$ cat src/rtl/updown_count_sched.sv
// Round-robin scheduler sharing one up/down step counter between two requesters; optional UPDOWN_COUNT_SCHED_SATURATE_EN stops a run instead of wrapping.
// Latency: gnt one cycle after req is seen in IDLE, then one step per cycle for len cycles, then done.
// Backpressure: requests are level-held until gnt; requests seen while busy wait for the next IDLE cycle.
module updown_count_sched #(
    parameter int WIDTH = 3,
    parameter int LEN_W = 4
) (
    input  logic             clk,
    input  logic             reset,
    input  logic             req0,
    input  logic             req1,
    input  logic             dir0,
    input  logic             dir1,
    input  logic [LEN_W-1:0] len0,
    input  logic [LEN_W-1:0] len1,
    output logic             gnt0,
    output logic             gnt1,
    output logic             done0,
    output logic             done1,
    output logic             S,
    output logic             step,
    output logic [WIDTH-1:0] Q,
    output logic             busy,
    output logic             sat
);

    typedef enum logic [1:0] {IDLE, GRANT, RUN, DONE} state_t;

    localparam logic [WIDTH-1:0] Q_ONE = WIDTH'(1);
    localparam logic [LEN_W-1:0] L_ONE = LEN_W'(1);

    state_t           state_q, state_d;
    logic [WIDTH-1:0] q_q, q_d;
    logic [LEN_W-1:0] rem_q, rem_d;
    logic             s_q, s_d;
    logic             last_q, last_d;
    logic             owner_q, owner_d;
    logic             win;
    logic             sat_stop;

    // Tie goes to whoever was not granted last; otherwise the lone requester wins.
    assign win = (req0 && req1) ? ~last_q : req1;

`ifdef UPDOWN_COUNT_SCHED_SATURATE_EN
    logic wrap;
    assign wrap     = s_q ? (q_q == '1) : (q_q == '0);
    assign sat_stop = (state_q == RUN) && wrap;
`else
    assign sat_stop = 1'b0;
`endif

    always_comb begin
        state_d = state_q;
        q_d     = q_q;
        rem_d   = rem_q;
        s_d     = s_q;
        last_d  = last_q;
        owner_d = owner_q;
        case (state_q)
            IDLE: begin
                if (req0 || req1) begin
                    state_d = GRANT;
                    owner_d = win;
                    last_d  = win;
                    s_d     = win ? dir1 : dir0;
                    rem_d   = win ? len1 : len0;
                end
            end
            GRANT: begin
                state_d = (rem_q != '0) ? RUN : DONE;
            end
            RUN: begin
                if (sat_stop) begin
                    state_d = DONE;
                    rem_d   = '0;
                end else begin
                    q_d   = s_q ? (q_q + Q_ONE) : (q_q - Q_ONE);
                    rem_d = rem_q - L_ONE;
                    if (rem_q == L_ONE) begin
                        state_d = DONE;
                    end
                end
            end
            DONE: begin
                state_d = IDLE;
            end
            default: begin
                state_d = IDLE;
            end
        endcase
    end

    always_ff @(posedge clk) begin
        if (!reset) begin
            state_q <= IDLE;
            q_q     <= '0;
            rem_q   <= '0;
            s_q     <= 1'b0;
            last_q  <= 1'b1;
            owner_q <= 1'b0;
        end else begin
            state_q <= state_d;
            q_q     <= q_d;
            rem_q   <= rem_d;
            s_q     <= s_d;
            last_q  <= last_d;
            owner_q <= owner_d;
        end
    end

    // S only moves on the IDLE->GRANT edge, so it is settled before any step.
    assign gnt0  = (state_q == GRANT) && !owner_q;
    assign gnt1  = (state_q == GRANT) &&  owner_q;
    assign done0 = (state_q == DONE)  && !owner_q;
    assign done1 = (state_q == DONE)  &&  owner_q;
    assign step  = (state_q == RUN)   && !sat_stop;
    assign sat   = sat_stop;
    assign busy  = (state_q != IDLE);
    assign S     = s_q;
    assign Q     = q_q;

endmodule

$ cat config.mk
export PLATFORM = sky130hd
export DESIGN_NAME = updown_count_sched
export DESIGN_NICKNAME = d
export VERILOG_FILES = /design/src/rtl/updown_count_sched.sv
export SDC_FILE = /design/constraint.sdc
export NUM_CORES = 1
export LEC_CHECK = 0
export CORE_AREA = 2 2 53 42
export CTS_CLUSTER_DIAMETER = 50
export DETAILED_ROUTE_END_ITERATION = 6
export DIE_AREA = 0 0 55 44
export PLACE_DENSITY_LB_ADDON = 0.2
export SLEW_MARGIN = 5
export SYNTH_ARGS = -nofsm -noshare
export SYNTH_HDL_FRONTEND = slang
export SYNTH_SLANG_ARGS = --single-unit
$ cat constraint.sdc
create_clock -name clk -period 2.42 [get_ports clk]
set_clock_uncertainty 0.05 [all_clocks]
set_input_delay 0.242 -clock clk [delete_from_list [all_inputs] [get_ports clk]]
set_output_delay 0.242 -clock clk [all_outputs]
set_load 0.02 [all_outputs]
==> impl_metrics.tcl <==
set metrics [dict create \
    drive_above_1_share_pct 10.3 \
    clockBufferDepth 2 \
    grt_pass1_wl_mm 2.98 \
    port_buffers 23 \
    die_area_um2 2420 \
    vdd_drop_max_mv 0.466 \
    cts_hold_buf 0 \
    synth_edf_count 0 \
    whs_endpoint "Q[2]" \
    period_minus_slack_ns 2.07 \
    place_inst 137 \
    tns_ns 0 \
    syn_inst 93 \
    rows 14 \
    coreArea_um2 1930 \
    cts_resized 0 \
    status "complete, no violations" \
    avgViaCountPerCell 5.05 \
    cts_num_sinks 12 \
    rsz0062_at_grt "no" \
    stdcell_count 140 \
    ant_nets 0 \
    die_h_um 44 \
    start_util_pct 43.4 \
    synth.yosys.seq_area_share_pct 28.7 \
    ys.flop_type "dfxtp_1" \
    fin_nets 141 \
    cap_violations 0 \
    clkSlewWorstSetupHoldPaths_ns 0.07 \
    cts-htree-levels 1 \
    cellLeakagePower_nw 0.439 \
    drv_slew 0 \
    critical_path_class "reg2out" \
    ys_warn_count 0 \
    cts_setup_buffers 0 \
    antenna_found_initial 0 \
    drtIter0Drc 16 \
    fmax_mhz 482 \
    fp.dieW_um 55 \
    layout_common_cells "clkdlybuf4s50_1, dfxtp_1, inv_1, nor2_1, ha_1" \
    fin_ws_ns 0.347 \
    critPathRequiredTime_ns 2.13 \
    cts_tree "yes" \
    track_usage_pct 17.2 \
    reg2reg_depth 6 \
    cp_max_fo 9 \
    root_buffer "clkbuf_4" \
    overflow 0 \
    via_count 707 \
    timing.rr.start "state_q[1]" \
    cts_made_buffers 3 \
    hold_viol_final 0 \
    area_delta_synth_final_pct 31.5 \
    start_kind "flop" \
    worstSetupEndpointType "output pin" \
    avgSynthCellArea_um2 9.00 \
    grt_pass1_vias 683 \
    wl_per_cell_um 12.1 \
    synth-seq-cells 12 \
    insertion_delay_ns 0.27 \
    setup_viol_count_final 0 \
    dp_slack_ns 0.432 \
    synthArstFlopShare_pct 0 \
    power_density_nw_per_um2 1040 \
    grt_max_degree 12 \
    layout_commonest_cell "clkdlybuf4s50_1" \
    finalCritPeriodShare_pct 85.7 \
    synthDistinctLibCells 38 \
    drt_pass1_iterations 4 \
    worstPathArrival_ns 1.78 \
    drc 0 \
    n_antenna_cell 0 \
    hold_class "reg2reg" \
    netlist_area_um2 837 \
    syn-num-nets 116 \
    whs_path_depth 2 \
    r2r-end "rem_q[3]" \
    dp.final_hpwl_mm 1.33 \
    num_io_pins 25 \
    rrSetupSlack_ns 0.50 \
    routed_wl_mm 1.69 \
    gp_congestion 0.776 \
    hp-start "Q[2]" \
]
[cell type report]
cell class | instances | area (um2)
inverter | 8 | 30.0
tap | 24 | 30.0
timing repair buffer | 24 | 238
sequential | 12 | 240
fill | 180 | 826
clock buffer | 3 | 22.5
multi-input combinational | 69 | 541
[critical path, stage by stage (launching register included)]
cell	delay (ns)
dfxtp_1	0.42
inv_1	0.11
ha_1	0.30
inv_1	0.09
clkdlybuf4s50_1	0.60
[state kept, by name, indices dropped and copies added, names as in the netlist]
signal	flops
rem_q	4
state_q	2
S	1
Q	3
last_q	1
owner_q	1
[kinds of logic (layout without fill, tap and decap cells)]
group                      count (synthesis)  in the layout  synth area share (%)
AOI/OAI and AO/OA                         21             21                  19.3
DFF                                       12             12                  28.7
xor gates and xnor gates                   3              3                  3.14
buffers and inverters                     12             35                  6.73
other                                      1              1                 0.448
adders and majority gates                  9              9                  14.4
muxes                                      6              6                  7.47
and+or+nand+nor                           29             29                  19.9
[per-layer routing]
layer | global-route usage, % | share of wire (%) | up-vias | wire, um
met3 | 6.21 | 6.3 | 2 | 106
met5 | 0 | 0 | - | 0
met2 | 26.4 | 43 | 23 | 725
li1 | - | - | 370 | -
met1 | 23.5 | 50 | 312 | 846
met4 | 2.93 | 0.77 | 0 | 13
[synth_stat cells, drive strengths merged, types with 2 or more instances]
master / number / area share [%]
nor2: 8 / 3.6
or3: 2 / 1.5
buf: 2 / 2.2
nand2: 6 / 2.7
o2111ai: 2 / 2.1
o21ai: 5 / 3.0
mux2i: 4 / 4.8
o31a: 2 / 2.2
mux2: 2 / 2.7
o31ai: 3 / 2.7
dfxtp: 12 / 29
and2: 2 / 1.5
xnor2: 2 / 2.1
ha: 8 / 12
nor2b: 3 / 2.2
a21oi: 3 / 2.2
clkbuf: 2 / 0.90
inv: 8 / 3.6
a221oi: 2 / 2.1
[where the power goes]
part           total (mW)  internal, mW  switching, mW
logic               0.662         0.329          0.333
clock network       0.121        0.0575         0.0639
registers           0.367         0.277         0.0896
[worst max path at each step]
stage / start / endpoint / slack, ns / depth (start not counted)
after floorplan: state_q[0] / rem_q[3] / 0.66 / 6
after global placement: req1 / rem_q[1] / 0.50 / 5
after detailed placement: req1 / rem_q[0] / 0.43 / 5
after CTS: state_q[1] / busy / 0.33 / 4
after global routing: state_q[1] / busy / 0.26 / 4
final: state_q[1] / busy / 0.35 / 4
[per-stage QoR]
step / hold slack, ns / util (%) / power [mW] / area, um2
after floorplan: 0.268 / - / 0.830 / 837
after global placement: 0.443 / 56.0 / 1.02 / 1080
after detailed placement: 0.455 / 56.0 / 1.03 / 1080
after CTS: 0.473 / 57.1 / 1.16 / 1100
after global routing: 0.513 / 57.1 / 1.26 / 1100
final: 0.472 / 57.1 / 1.15 / 1100
No activity file was read; power rests on OpenSTA's default activity.
